===== config.mk =====
export PLATFORM = sky130hd
export DESIGN_NAME = seven_seg_display
export DESIGN_NICKNAME = d
export VERILOG_FILES = /design/src/rtl/seven_seg_display.sv
export SDC_FILE = /design/constraint.sdc
export NUM_CORES = 1
export LEC_CHECK = 0
export ABC_AREA = 1
export BUFFER_PORTS_ARGS = -buffer_cell sky130_fd_sc_hd__buf_2
export CORE_MARGIN = 3
export CORE_UTILIZATION = 64
export CTS_CLUSTER_SIZE = 24
export DETAILED_ROUTE_END_ITERATION = 8
export GPL_TIMING_DRIVEN = 0
export HOLD_SLACK_MARGIN = 0.1
export PLACE_DENSITY_LB_ADDON = 0.08
export SYNTH_ARGS = -nofsm -noshare
export SYNTH_HDL_FRONTEND = slang
export SYNTH_SLANG_ARGS = --single-unit

===== constraint.sdc =====
create_clock -name clk -period 12.79 [get_ports clk]
set_input_delay 0.6395 -clock clk [delete_from_list [all_inputs] [get_ports clk]]
set_output_delay 0.6395 -clock clk [all_outputs]
set_load 0.005 [all_outputs]

===== src/rtl/seven_seg_display.sv =====
// Score accumulator with a 4-digit BCD score and a multiplexed common-anode seven-segment driver.
// Score events are level changes on score_signal; digit scan advances on rising edges of sclk.
module seven_seg_display (
  input  logic       clk,
  input  logic       rst,
  input  logic       sclk,
  input  logic [3:0] get_score,
  input  logic       game_end,
  input  logic       score_signal,
  output logic [3:0] selected,
  output logic [6:0] seg
);

  logic [3:0] dig_q [4];
  logic [3:0] dig_d [4];
  logic       ss_q;
  logic       sclk_q;
  logic [1:0] idx_q;
  logic [1:0] idx_d;
  logic [3:0] selected_q;
  logic [6:0] seg_q;

  logic       score_ev;
  logic [3:0] add_u;
  logic       add_t;
  logic [3:0] addend;
  logic [4:0] sum;
  logic [4:0] sum_wrap;
  logic       carry;

  function automatic logic [6:0] seg_pattern(input logic [3:0] d);
    case (d)
      4'd0:    seg_pattern = 7'b1000000;
      4'd1:    seg_pattern = 7'b1111001;
      4'd2:    seg_pattern = 7'b0100100;
      4'd3:    seg_pattern = 7'b0110000;
      4'd4:    seg_pattern = 7'b0011001;
      4'd5:    seg_pattern = 7'b0010010;
      4'd6:    seg_pattern = 7'b0000010;
      4'd7:    seg_pattern = 7'b1111000;
      4'd8:    seg_pattern = 7'b0000000;
      4'd9:    seg_pattern = 7'b0010000;
      default: seg_pattern = 7'b1111111;
    endcase
  endfunction

  assign score_ev = (score_signal != ss_q) && !game_end;

  // get_score is split into a tens bit and a units digit, then added with decimal ripple carry.
  always_comb begin
    add_t    = (get_score >= 4'd10);
    add_u    = add_t ? (get_score - 4'd10) : get_score;
    carry    = 1'b0;
    addend   = '0;
    sum      = '0;
    sum_wrap = '0;
    for (int unsigned i = 0; i < 4; i++) begin
      dig_d[i] = dig_q[i];
    end
    if (score_ev) begin
      for (int unsigned i = 0; i < 4; i++) begin
        case (i)
          0:       addend = add_u;
          1:       addend = {3'b000, add_t};
          default: addend = '0;
        endcase
        sum      = {1'b0, dig_q[i]} + {1'b0, addend} + {4'b0000, carry};
        sum_wrap = sum - 5'd10;
        if (sum > 5'd9) begin
          dig_d[i] = sum_wrap[3:0];
          carry    = 1'b1;
        end else begin
          dig_d[i] = sum[3:0];
          carry    = 1'b0;
        end
      end
    end
  end

  always_comb begin
    idx_d = idx_q;
    if (sclk && !sclk_q) begin
      idx_d = idx_q + 2'd1;
    end
  end

  always_ff @(posedge clk) begin
    ss_q   <= score_signal;
    sclk_q <= sclk;
    if (rst) begin
      for (int unsigned i = 0; i < 4; i++) begin
        dig_q[i] <= '0;
      end
      idx_q      <= '0;
      selected_q <= 4'b1110;
      seg_q      <= 7'b1000000;
    end else begin
      for (int unsigned i = 0; i < 4; i++) begin
        dig_q[i] <= dig_d[i];
      end
      idx_q      <= idx_d;
      selected_q <= ~(4'b0001 << idx_q);
      seg_q      <= seg_pattern(dig_q[idx_q]);
    end
  end

  assign selected = selected_q;
  assign seg      = seg_q;

endmodule


* Word-level counts from Yosys, hierarchy flattened
Memories as Yosys holds them, arrays and structs flattened. A register that Yosys moved wholly into a read port is not among the register bits.
Cells that the tools add are included.
W data, S select, Z words.
** Storage, ports and cells
- Register bits :: 8
- Memory bits (writable) :: 16
- Memory bits (read-only) :: 112
- Input bits :: 9
- Output and inout port bits :: 11
- Logic and storage cells :: 59
- Memories kept :: 2
** Cells by class
- Add/sub/neg operators :: 13
- Magnitude comparators :: 5
- Equality and inequality tests :: 1
- Shift-type cells :: 1
- Multiplexer cells :: 24
- Bitwise operators :: 5
- Reductions and logical operators :: 4
** Memory list
- (name not given) :: depth 16, bits a word 7, read ports 1, clocked after Yosys merged registers in 1, wr ports 0, RTL line 32 : case (d)
- dig_q :: depth 4, bits a word 4, read ports 5, clocked after Yosys merged registers in 1, wr ports 4, RTL line 14 : logic [3:0] dig_q [4];
** Operator list (number)
- $mux W4 :: 12
- $add A4 B4 Y5 :: 4
- $gt A5 B4 Y1 const B :: 4
- $sub A4 B4 Y4 const B :: 5
- $mux W16 :: 1
- $add A5 B1 Y5 :: 3
- $mux W1 :: 9
- $ge A4 B4 Y1 const B :: 1
- $mux W2 :: 2
- $not A4 Y4 :: 1
- $or A1 B1 Y1 :: 4
- $shl A1 B2 Y4 const A :: 1
- $add A2 B1 Y2 const B :: 1
- $logic_and A1 B1 Y1 :: 2
- $logic_not A1 Y1 :: 2
- $ne A1 B1 Y1 :: 1

* Longest topological paths before layout
- Word-level depth :: 20
- Depth in mapped cells :: 40
- Gate-level depth less buffers :: 40

* Worst setup path before layout
OpenSTA, ideal clock, no wires.
- Path type :: input -> register
- Start :: input port get_score[1]
- End :: memory dig_q[3][3]
- Setup time :: 0.109 ns
- Arrival time :: 6.021 ns
- Data required time :: 12.681 ns
- Slack :: 6.661 ns
- Stages :: 37
- Buffers on the path :: 0
- Cells stage by stage :: inv_1 > a21oi_1 > nor2_1 > a21oi_1 > fa_1 > inv_1 > ha_1 > inv_1 > a21oi_1 > a21oi_1 > nand2_1 > nand2_2 > fa_1 > ha_1 > xnor2_1 > ha_1 > nand2_1 > nand3_4 > nand2_4 > ha_1 > ha_1 > xnor2_1 > ha_1 > nand2_1 > nand3_4 > nand2_4 > ha_1 > ha_1 > xnor2_1 > ha_1 > nand2_1 > nand3_2 > nand2_2 > nand2_1 > nand3_1 > nand2_1 > inv_1
** RTL lines
- from (decl) :: RTL line 7 : input logic [3:0] get_score,
- to (decl) :: RTL line 14

==> summary.md <==
The flow ran to the end, and the final reports show no timing, DRC or antenna violations. For this design the static power due to leakage is 1.24 nW. Summing the sequential cell areas from Yosys gives 29.8% of the chip area.

The via count of the first global-routing pass came out at 1,862. The remaining antenna violation count after routing came out at 0. The run gives 0.303 mW as the total power.

Summing all non-filler instances in the final layout gives an area of 2450 µm². For this run the aggregate overflow at the end of global routing stands at 0. Yosys mapped a number of flops with a built-in enable equal to 0. The instance count along the most critical hold path came out at 1. The smallest clock period supported by the final layout is computed as 6.71 ns. The DRC violations left is 0.

At the pin with the least slew margin, the transition time is 0.517 ns. The clock tree synthesis step divided the H-tree into 2 levels. The tools report the hold violation count in the final report as 0. The source of the worst hold timing path was sclk. The pre-CTS setup slack came out at 5.86 ns. The tools report the number of setup violations in the final report as 0. The later pin in the worst-skew pair is clocked with a latency of 0.34 ns. The tree is rooted in a sky130_fd_sc_hd__clkbuf_4.

The synthesized netlist occupies a cell area of 2220 µm². The unique cell type count in the Yosys netlist came out at 23. The standard cell with the maximum stage delay on the critical path is sky130_fd_sc_hd__fa_1.

The tools report the DRC violation total after the first TritonRoute iteration as 112. The worst slew margin relative to its limit was 65.5%; the top-area cell type share of the netlist area was 29.8%. The cell type with the highest aggregate area in the netlist is sky130_fd_sc_hd__dfxtp_1. Critical path's most frequent cell: sky130_fd_sc_hd__ha_1. The max-slew violation count was 0. TritonCTS built the clock tree. The post-cts sizing count was 0; the highest clock rate was 149 MHz. The type of origin of the critical path is an input pin.

The first global-routing pass estimated 7.98 mm of wire. The post-synth net total is 347. Yosys attributes the largest share of cell area to sky130_fd_sc_hd__dfxtp_1 (30%), sky130_fd_sc_hd__ha_1 (14%), sky130_fd_sc_hd__nand2_1 (11%). After the last flow step, the layout net total stands at 373. Counting the fill cells in the layout gives 261. The run gives 0 as the initial antenna violation count.

The peak ir drop on the vdd network was 0.0000942 V; the synthesis-to-layout area growth was 10.6%. Setup repair after global routing left no endpoint under its margin. Counting flops with an async set or reset pin after synthesis yields a share of 0%. Once detailed placement completed, the half-perimeter wirelength came to 3.38 mm. Entering global routing, the biggest net connects 11 pins. The logs give 0 for the number of antenna repair diodes and 312 for the number of cells produced by synthesis. The run gives 0.0137 ns as the worst setup skew after layout. In this run the count of I/O pins placed on the die edge is 20. After detailed routing, the average wire length per cell comes to 11.6 µm.

Routability-driven placement finished with a final weighted congestion of 0.961. The kind of critical path is input pin to register. Maximum net fanout on the critical path: 4.

Hold repair after CTS inserted 0 buffers. sky130_fd_sc_hd__nand2_1 is the most common cell in the netlist. In this run the worst setup path begins at get_score[1]. The reg-to-reg critical path startpoint is dig_q[0][0]$_SDFFE_PP0P_. The synthesis-stage register bit count is 33, and the buffer count from post-CTS setup fixing is 0. The tools report the kind of end point of the critical path as a register. The delay of the slowest cell on the worst path was 0.51 ns. By count the netlist is led by sky130_fd_sc_hd__nand2_1 (64), sky130_fd_sc_hd__inv_1 (50), sky130_fd_sc_hd__nand3_1 (34). Max-cap violations in this run came to 0. The detailed router placed 2,011 vias in this run.

The detailed-route wire length was 4.46 mm. Clock edge transition at the registers on the reported setup and hold paths: 0.10 ns. The average cell area after synthesis was 7.10 µm². The placed standard-cell area came out at 2370 µm². The post-route netlist has 13.9% of its cells at a drive strength greater than 1.

Type of the worst min-delay path: input pin to register. In the synthesized netlist the dominant register cell turns out to be sky130_fd_sc_hd__dfxtp_1. The tools report the overall track demand over capacity in global routing as 24.0%. The number of sinks driven by the clock tree is 33, and the cell area power density is 124 nW/µm².

The die covers 4200 µm². The die width was 64.8 µm; the initial core utilization was 69.7%. The tools report the data required time of the worst path as 13.03 ns.

For the worst setup path, the data arrival time is 6.96 ns. Number of cells on the worst reg-to-reg path: 34. The summed negative setup slack over all endpoints is 0 ns. The logs give 5 for the total clock buffers created by CTS and 3180 µm² for the area inside the core boundary. The number of port buffers was 19; the per-cell via count in the routed design was 5.25. The count of yosys warnings during synthesis was 0. Final clock period utilization by the worst path: 52.5%.

The number of rows in the core area is 20, and the number of detailed-routing iterations run before antenna repair is 4. The tools report the maximum count of clock buffers along a single path as 2. Setup slack on the critical path of the routed design comes to 6.08 ns. The floorplan step set the die height to 64.8 µm.
==> report_power, final <==
part | switching (mW) | internal (mW) | leakage [nW] | total, mW
registers | 0.00740 | 0.113 | 0.273 | 0.120
logic | 0.0629 | 0.0387 | 0.924 | 0.102
clock network | 0.0351 | 0.0467 | 0.0455 | 0.0818
==> registers in the layout, indices dropped and copies added (netlist names), named ones only <==
register  flops
dig_q        16
seg           7
selected      4
idx_q         2
sclk_q        1
ss_q          1
==> worst max-delay path, delay by kind of cell <==
family | cells | cell delay [ns]
xor gates and xnor gates | 3 | 0.91
adders and majority gates | 11 | 2.97
buffers and inverters | 5 | 0.38
AOI/OAI and AO/OA | 4 | 0.69
and+or+nand+nor | 15 | 1.35
==> cells by family (layout without fill, tap and decap cells) <==
group,Yosys count,in the layout,synth area share [%]
compound gates,51,51,12.0
fa+ha+maj,26,26,15.4
flops,33,33,29.8
buf+inv,55,82,10.1
simple gates,141,141,30.4
xor+xnor,6,6,2.37
==> layout make-up <==
type                       instances  area [µm²]  share of cell area, %
tap                               44        55.1                   2.25
timing repair buffer              19        95.1                   3.88
clock buffer                       7        55.1                   2.25
inverter                          50         188                   7.66
multi-input combinational        224        1330                   54.3
buffer                             5        36.3                   1.48
clock inverter                     1        30.0                   1.23
sequential                        33         661                   27.0
==> stage by stage <==
step	util [%]	std cells	hold slack, ns
CTS	77.1	383	0.402
global route	77.1	383	0.402
global placement	74.4	375	0.546
floorplan	-	312	0.503
finish	77.1	383	0.411
detailed placement	74.4	375	0.554
==> placed cells by master, fill, tap and decap left out <==
cell type and count:
sky130_fd_sc_hd__clkbuf_8 2, sky130_fd_sc_hd__clkbuf_4 5, sky130_fd_sc_hd__buf_4 2, sky130_fd_sc_hd__nand3_2 1, sky130_fd_sc_hd__nand3_4 2, sky130_fd_sc_hd__a21oi_1 32, sky130_fd_sc_hd__clkbuf_1 3, sky130_fd_sc_hd__xnor2_1 6
sky130_fd_sc_hd__bufinv_16 1, sky130_fd_sc_hd__o21ai_1 2, sky130_fd_sc_hd__o21ai_0 14, sky130_fd_sc_hd__nor3_4 1, sky130_fd_sc_hd__nand3_1 34, sky130_fd_sc_hd__dfxtp_1 33, sky130_fd_sc_hd__inv_1 50, sky130_fd_sc_hd__nor2_1 23
sky130_fd_sc_hd__nand2_4 3, sky130_fd_sc_hd__buf_2 19, sky130_fd_sc_hd__nand2_1 64, sky130_fd_sc_hd__or2_1 1, sky130_fd_sc_hd__nand2_2 9, sky130_fd_sc_hd__nand4_1 3, sky130_fd_sc_hd__fa_1 2, sky130_fd_sc_hd__ha_1 24
sky130_fd_sc_hd__a21oi_2 2, sky130_fd_sc_hd__o211ai_1 1
==> worst paths after layout <==
| kind | to | slack (ns) |
|---|---|---|
| worst max-delay path | dig_q[3][3]$_SDFFE_PP0P_ | 6.08 |
| worst min-delay path | sclk_q$_DFF_P_ | 0.41 |
| worst max register to register | dig_q[3][3]$_SDFFE_PP0P_ | 6.63 |
| worst min register to register | register | 0.56 |
==> metal layers <==
metal | GRT usage, % | wire [µm]
met1 | 29.9 | 2020
met2 | 40.6 | 2090
met3 | 5.20 | 271
met4 | 8.44 | 78
met5 | 0 | 0
Note: power is estimated with default switching activity, not from simulation.
